==> config.mk <==
export PLATFORM = sky130hd
export DESIGN_NAME = alu_exec_unit
export DESIGN_NICKNAME = d
export VERILOG_FILES = /design/src/rtl/alu_exec_pkg.sv /design/src/rtl/alu_exec_unit_iter.sv /design/src/rtl/alu_exec_unit.sv
export SDC_FILE = /design/constraint.sdc
export NUM_CORES = 1
export LEC_CHECK = 0
export CORE_ASPECT_RATIO = 2
export CORE_MARGIN = 1
export CORE_UTILIZATION = 35
export DETAILED_ROUTE_END_ITERATION = 8
export GPL_TIMING_DRIVEN = 0
export SLEW_MARGIN = 10
export SYNTH_ARGS = -nofsm -noshare
export SYNTH_HDL_FRONTEND = slang
export SYNTH_SLANG_ARGS = --single-unit
==> constraint.sdc <==
create_clock -name clk -period 3.26 [get_ports clk]
set_input_delay 0.326 -clock clk [delete_from_list [all_inputs] [get_ports clk]]
set_output_delay 0.326 -clock clk [all_outputs]
set_load 0.05 [all_outputs]
==> src/rtl/alu_exec_pkg.sv <==
// Shared definitions for the execute-stage ALU: operation codes, iterative
// step kinds, FSM states and the iteration counter width helper.
package alu_exec_pkg;

  localparam logic [3:0] OP_AND = 4'b0000;
  localparam logic [3:0] OP_SUB = 4'b0001;
  localparam logic [3:0] OP_ADD = 4'b0010;
  localparam logic [3:0] OP_BNE = 4'b0011;
  localparam logic [3:0] OP_OR  = 4'b0100;
  localparam logic [3:0] OP_XOR = 4'b0101;
  localparam logic [3:0] OP_BGE = 4'b0110;
  localparam logic [3:0] OP_BLT = 4'b0111;
  localparam logic [3:0] OP_BEQ = 4'b1000;
  localparam logic [3:0] OP_SLL = 4'b1001;
  localparam logic [3:0] OP_SRL = 4'b1010;
  localparam logic [3:0] OP_SRA = 4'b1011;
  localparam logic [3:0] OP_MUL = 4'b1100;

  // Per-edge step performed by the iterative unit
  localparam logic [1:0] IT_SLL = 2'd0;
  localparam logic [1:0] IT_SRL = 2'd1;
  localparam logic [1:0] IT_SRA = 2'd2;
  localparam logic [1:0] IT_MUL = 2'd3;

  typedef enum logic [1:0] {
    IDLE  = 2'd0,
    SHIFT = 2'd1,
    MUL   = 2'd2
  } state_t;

  // Counter must hold values 0..w inclusive (w = full multiply length)
  function automatic int cnt_width(input int w);
    return $clog2(w + 1);
  endfunction

endpackage

==> src/rtl/alu_exec_unit_iter.sv <==
// Iterative datapath for multi-cycle ALU ops: one-bit shifts and, when
// ALU_MUL_EN is defined, shift-add multiplication. Loaded by start, counts
// down one step per edge; done flags the edge producing the final value.
module alu_iter_unit
  import alu_exec_pkg::*;
#(
  parameter int DATA_W = 32,
  parameter int CNT_W  = 6
) (
  input  logic              clk,
  input  logic              reset,
  input  logic              start,
  input  logic [1:0]        kind,
  input  logic [DATA_W-1:0] a,
`ifdef ALU_MUL_EN
  input  logic [DATA_W-1:0] b,
`endif
  input  logic [CNT_W-1:0]  cnt_init,
  output logic [DATA_W-1:0] step_val,
  output logic              done
);

  logic [DATA_W-1:0]        acc_p0;
  logic signed [DATA_W-1:0] acc_s_p0;
  logic [CNT_W-1:0]         cnt_p0;
  logic [1:0]               kind_p0;
`ifdef ALU_MUL_EN
  logic [DATA_W-1:0]        mcand_p0;
  logic [DATA_W-1:0]        mplier_p0;
`endif

  assign acc_s_p0 = acc_p0;
  assign done     = (cnt_p0 == CNT_W'(1));

  // p0 -> p0: value the accumulator takes on the next step
  always_comb begin
    step_val = acc_p0;
    case (kind_p0)
      IT_SLL:  step_val = acc_p0 << 1;
      IT_SRL:  step_val = acc_p0 >> 1;
      IT_SRA:  step_val = acc_s_p0 >>> 1;
`ifdef ALU_MUL_EN
      IT_MUL:  step_val = acc_p0 + (mplier_p0[0] ? mcand_p0 : '0);
`endif
      default: step_val = acc_p0;
    endcase
  end

  // p0: accumulator and step counter
  always_ff @(posedge clk) begin
    if (reset) begin
      acc_p0  <= '0;
      cnt_p0  <= '0;
      kind_p0 <= IT_SLL;
    end else if (start) begin
`ifdef ALU_MUL_EN
      acc_p0  <= (kind == IT_MUL) ? '0 : a;
`else
      acc_p0  <= a;
`endif
      cnt_p0  <= cnt_init;
      kind_p0 <= kind;
    end else if (cnt_p0 != '0) begin
      acc_p0  <= step_val;
      cnt_p0  <= cnt_p0 - CNT_W'(1);
    end
  end

`ifdef ALU_MUL_EN
  // p0: multiplicand walks left, multiplier walks right, one bit per step
  always_ff @(posedge clk) begin
    if (start) begin
      mcand_p0  <= a;
      mplier_p0 <= b;
    end else if (cnt_p0 != '0) begin
      mcand_p0  <= mcand_p0 << 1;
      mplier_p0 <= mplier_p0 >> 1;
    end
  end
`endif

endmodule

==> src/rtl/alu_exec_unit.sv <==
// Execute-stage ALU with valid/ready handshake on both sides. Single-cycle
// ops register on the accept edge; shifts (and MUL when ALU_MUL_EN is
// defined) run in alu_iter_unit while the input handshake is stalled.
// Without ALU_MUL_EN, code 1100 is reported as illegal.
module alu_exec_unit
  import alu_exec_pkg::*;
#(
  parameter int DATA_W  = 32,
  parameter int SHAMT_W = 5
) (
  input  logic              clk,
  input  logic              reset,
  input  logic              in_valid,
  output logic              in_ready,
  input  logic [3:0]        Operation,
  input  logic [DATA_W-1:0] SrcA,
  input  logic [DATA_W-1:0] SrcB,
  output logic              out_valid,
  input  logic              out_ready,
  output logic [DATA_W-1:0] ALUResult,
  output logic              BranchTaken,
  output logic              Illegal
);

  localparam int CNT_W = cnt_width(DATA_W);

  state_t                   state_p0, state_nx;
  logic                     vld_p1;
  logic [DATA_W-1:0]        res_p1;
  logic                     br_p1;
  logic                     ill_p1;

  logic signed [DATA_W-1:0] sa, sb;
  logic [DATA_W-1:0]        diff;
  logic [SHAMT_W-1:0]       shamt;
  logic [DATA_W-1:0]        res_c;
  logic                     br_c;
  logic                     ill_c;
  logic                     iter_go;
  logic [1:0]               iter_kind;
  logic [CNT_W-1:0]         iter_cnt;
  logic                     accept;
  logic                     start;
  logic                     iter_fin;
  logic [DATA_W-1:0]        step_val;
  logic                     done;

  assign sa     = SrcA;
  assign sb     = SrcB;
  assign diff   = SrcA - SrcB;
  assign shamt  = SrcB[SHAMT_W-1:0];

  // The unit only accepts when idle and the output register is (being) drained
  assign in_ready = (state_p0 == IDLE) && (!vld_p1 || out_ready);
  assign accept   = in_valid && in_ready;
  assign start    = accept && iter_go;
  assign iter_fin = (state_p0 != IDLE) && done;

  assign out_valid   = vld_p1;
  assign ALUResult   = res_p1;
  assign BranchTaken = br_p1;
  assign Illegal     = ill_p1;

  // p0: decode, single-cycle results and iterative launch parameters
  always_comb begin
    res_c     = '0;
    br_c      = 1'b0;
    ill_c     = 1'b0;
    iter_go   = 1'b0;
    iter_kind = IT_SLL;
    iter_cnt  = '0;
    case (Operation)
      OP_AND: res_c = SrcA & SrcB;
      OP_OR:  res_c = SrcA | SrcB;
      OP_XOR: res_c = SrcA ^ SrcB;
      OP_ADD: res_c = SrcA + SrcB;
      OP_SUB: res_c = diff;
      OP_BNE: begin res_c = diff; br_c = (SrcA != SrcB); end
      OP_BEQ: begin res_c = diff; br_c = (SrcA == SrcB); end
      OP_BLT: begin res_c = diff; br_c = (sa < sb);      end
      OP_BGE: begin res_c = diff; br_c = (sa >= sb);     end
      OP_SLL, OP_SRL, OP_SRA: begin
        // Zero shift amount finishes immediately with SrcA unchanged
        res_c     = SrcA;
        iter_go   = (shamt != '0);
        iter_cnt  = CNT_W'(shamt);
        iter_kind = (Operation == OP_SLL) ? IT_SLL :
                    (Operation == OP_SRL) ? IT_SRL : IT_SRA;
      end
`ifdef ALU_MUL_EN
      OP_MUL: begin
        iter_go   = 1'b1;
        iter_kind = IT_MUL;
        iter_cnt  = CNT_W'(DATA_W);
      end
`endif
      default: ill_c = 1'b1;
    endcase
  end

  // p0: FSM state register
  always_ff @(posedge clk) begin
    if (reset) state_p0 <= IDLE;
    else       state_p0 <= state_nx;
  end

  // p0: FSM next state
  always_comb begin
    state_nx = state_p0;
    case (state_p0)
      IDLE: begin
        if (start) begin
`ifdef ALU_MUL_EN
          state_nx = (iter_kind == IT_MUL) ? MUL : SHIFT;
`else
          state_nx = SHIFT;
`endif
        end
      end
      SHIFT:   if (done) state_nx = IDLE;
`ifdef ALU_MUL_EN
      MUL:     if (done) state_nx = IDLE;
`endif
      default: state_nx = IDLE;
    endcase
  end

  // p0 -> p1: output register, loaded by single-cycle accept or iteration end
  always_ff @(posedge clk) begin
    if (reset) begin
      vld_p1 <= 1'b0;
      res_p1 <= '0;
      br_p1  <= 1'b0;
      ill_p1 <= 1'b0;
    end else if (accept && !iter_go) begin
      vld_p1 <= 1'b1;
      res_p1 <= res_c;
      br_p1  <= br_c;
      ill_p1 <= ill_c;
    end else if (iter_fin) begin
      vld_p1 <= 1'b1;
      res_p1 <= step_val;
      br_p1  <= 1'b0;
      ill_p1 <= 1'b0;
    end else if (out_ready) begin
      vld_p1 <= 1'b0;
    end
  end

  alu_iter_unit #(
    .DATA_W (DATA_W),
    .CNT_W  (CNT_W)
  ) u_iter (
    .clk      (clk),
    .reset    (reset),
    .start    (start),
    .kind     (iter_kind),
    .a        (SrcA),
`ifdef ALU_MUL_EN
    .b        (SrcB),
`endif
    .cnt_init (iter_cnt),
    .step_val (step_val),
    .done     (done)
  );

endmodule

==> flow_metrics.env <==
export IMPL_status="finished clean"
export IMPL_synth_cell_types=86
export IMPL_synth_largest_area_cell="dfxtp_1"
export IMPL_first_iter_violations=934
export IMPL_viasPerCell=6.20
export IMPL_drive_gt1_share_pct=12.3
export IMPL_final_cell_mix="nor2_1, a21oi_1, ha_1, inv_1, o21ai_0"
export IMPL_syn_to_final_growth_pct=24.6
export IMPL_place_inst=1800
export IMPL_tritoncts="built"
export IMPL_fin_tns_setup_ps=0
export IMPL_dp_hpwl_um=36400
export IMPL_hold_buffers=0
export IMPL_wl_um=45300
export IMPL_path_clk_slew_ps=60
export IMPL_die_w_um=118
export IMPL_htree_levels=3
export IMPL_worstPathRequired_ps=3540
export IMPL_hold_violations=0
export IMPL_port_buffer_count=105
export IMPL_crit_path_end_kind="flop"
export IMPL_clkPwrFrac_pct=18.5
export IMPL_grt_overflow=0
export IMPL_clock_sinks=76
export IMPL_finalCritPeriodShare_pct=99.0
export IMPL_synth_avg_cell_area_um2=7.03
export IMPL_start_kind="input pin"
export IMPL_powerDensity_nw_per_um2=470
export IMPL_antenna_found_initial=0
export IMPL_vias=11334
export IMPL_grt_pass1_vias=11276
export IMPL_fp_dieH_um=235
export IMPL_synth_top_area_share_pct=16.0
export IMPL_grt_max_degree=13
export IMPL_min_period_ps=3230
export IMPL_antenna_left=0
export IMPL_r2r_slack_ps=310
export IMPL_combPwrFrac_pct=56.5
export IMPL_worst_ep_arrival_time_ps=3510
export IMPL_wl_per_cell_um=24.8
export IMPL_num_rows=84
export IMPL_syn_inst=1350
export IMPL_cp_max_fo=10
export IMPL_drc=0
export IMPL_start_util_pct=35.8
export IMPL_power_mw=5.56
export IMPL_final_util_pct=44.7
export IMPL_synth_area_leaders="dfxtp_1, ha_1, a21oi_1"
export IMPL_num_io_pins=108
export IMPL_fmax_mhz=310
export IMPL_cts_buffer_depth=2
export IMPL_p_leak_nw=4.75
export IMPL_syn_area_um2=9490
export IMPL_hp_class="in -> reg"
export IMPL_syn_nets=1534
export IMPL_seq_power_share_pct=25.0
export IMPL_crit_type="in -> reg"
export IMPL_setup_viol=0
export IMPL_ys_seq_elements=76
export IMPL_switching_share_pct=47.7
export IMPL_async_flop_share_pct=0
export IMPL_gp_congestion=1.01
export IMPL_grt_usage_pct=32.1
export IMPL_worst_pin_slew_ps=1310
export IMPL_grt_first_pass_wirelength_um=67200
export IMPL_dpl_instance_area_um2=11000
export IMPL_slew_headroom_pct=12.1
export IMPL_internal_power_mw=2.91
export IMPL_cts_made_buffers=9
export IMPL_ys_seq_area_share_pct=16.0
export IMPL_final_area_um2=11800
export IMPL_max_vdd_ir_drop_v=0.000306
export IMPL_p_sw_mw=2.65
export IMPL_cts_root_buffer="clkbuf_16"
export IMPL_rr_worst_depth=8
export IMPL_synth_edf_count=0
export IMPL_nNetsFinal=1662
export IMPL_dr_pass1_iters=6
export IMPL_whs_path_depth=3
export IMPL_drv_slew=0
export IMPL_yosys_warnings=0
export IMPL_fin_cells=1827
export IMPL_clk_latency_ps=350
export IMPL_cap_violations=0
export IMPL_final_common_cell="nor2_1"
export IMPL_die_area_um2=27800
export IMPL_synth_top_flop_cell="dfxtp_1"
export IMPL_design_core_area_um2=26500
export IMPL_fin_skew_ps=6.51
-- metrics by stage --
step | hold WS (ps) | setup WS (ps)
final | 277 | 33.5
after CTS | 387 | 3.42
after detailed placement | 481 | -1170
after global routing | 298 | -20.1
after global placement | 483 | -1160
after floorplan | 462 | 374
-- routing by layer --
metal,part of all wire [%],global-route usage [%],vias to the layer above
li1,-,-,5209
met1,36,32.4,5413
met2,51,58.6,525
met3,5.0,3.79,187
met4,8.2,25.9,0
met5,0,0,-
-- critical path, stage by stage --
cell             delay [ps]
clkdlybuf4s50_1         540
inv_1                   130
ha_1                    360
clkbuf_2                290
nand3_1                 210
nor3_1                  430
a211o_1                 320
a31oi_2                 150
o31a_1                  330
a221oi_1                260
o21bai_1                150
-- registers in the layout, summed over array words and instances, names as in the netlist --
register and flops:
ALUResult 32, BranchTaken 1, Illegal 1, out_valid 1, state_p0 1, u_iter.acc_p0 32, u_iter.cnt_p0 6, u_iter.kind_p0 2
-- Yosys cell counts, types with 10 or more instances --
library cell	instances
a2111oi_0	11
a211oi_1	55
a21o_1	14
a21oi_1	134
a221oi_1	23
a31oi_1	10
buf_2	20
clkbuf_1	71
dfxtp_1	76
ha_1	110
inv_1	104
mux2i_1	11
nand2_1	91
nand2b_1	19
nand3_1	17
nand4_1	11
nor2_1	163
nor3_1	35
nor4_1	15
o211ai_1	20
o21ai_0	102
o21bai_1	12
o221ai_1	15
o22ai_1	13
o31ai_1	10
xnor2_1	10
-- layout make-up --
cell class | instances | area (um2)
well taps | 344 | 430
repair buffers | 120 | 1140
clock buffers | 11 | 243
fillers | 2855 | 14700
flip-flops and latches | 76 | 1520
clock inverters | 4 | 50.0
diodes | 1 | 2.50
multi-input cells | 1068 | 7610
plain buffers | 96 | 432
inverters | 107 | 402
-- power groups by stage --
stage          sequential, mW  combinational, mW  clock (mW)
2_1_floorplan            1.47               1.87           0
3_3_place_gp             1.40               2.92           0
3_5_place_dp             1.40               2.93           0
4_1_cts                  1.38               3.04        1.03
5_1_grt                  1.42               3.40        1.07
6_report                 1.39               3.14        1.03
-- worst paths after layout --
check                                 startpoint                 to
worst max-delay path                    SrcA[22]      ALUResult[31]
worst min-delay path                     SrcA[5]   u_iter.acc_p0[5]
worst max register to register  u_iter.cnt_p0[0]  u_iter.acc_p0[19]
worst min register to register     ALUResult[18]      ALUResult[18]
-- kinds of logic after synthesis --
group,after synthesis,synth area share (%)
muxes,20,2.23
and+or+nand+nor,400,19.7
buffers and inverters,206,8.45
DFF,76,16.0
adders and majority gates,112,14.9
AOI/OAI and AO/OA,524,37.6
xor gates and xnor gates,12,1.11
-- what timing repair did --
action / in CTS / in global routing
endpoints found under the hold margin: 0 / 0
setup endpoints to repair: 70 / 30
setup buffers: 11 / 3
pin swaps: 22 / 12
resized for setup: 90 / 82
No activity file was read; power rests on OpenSTA's default activity.
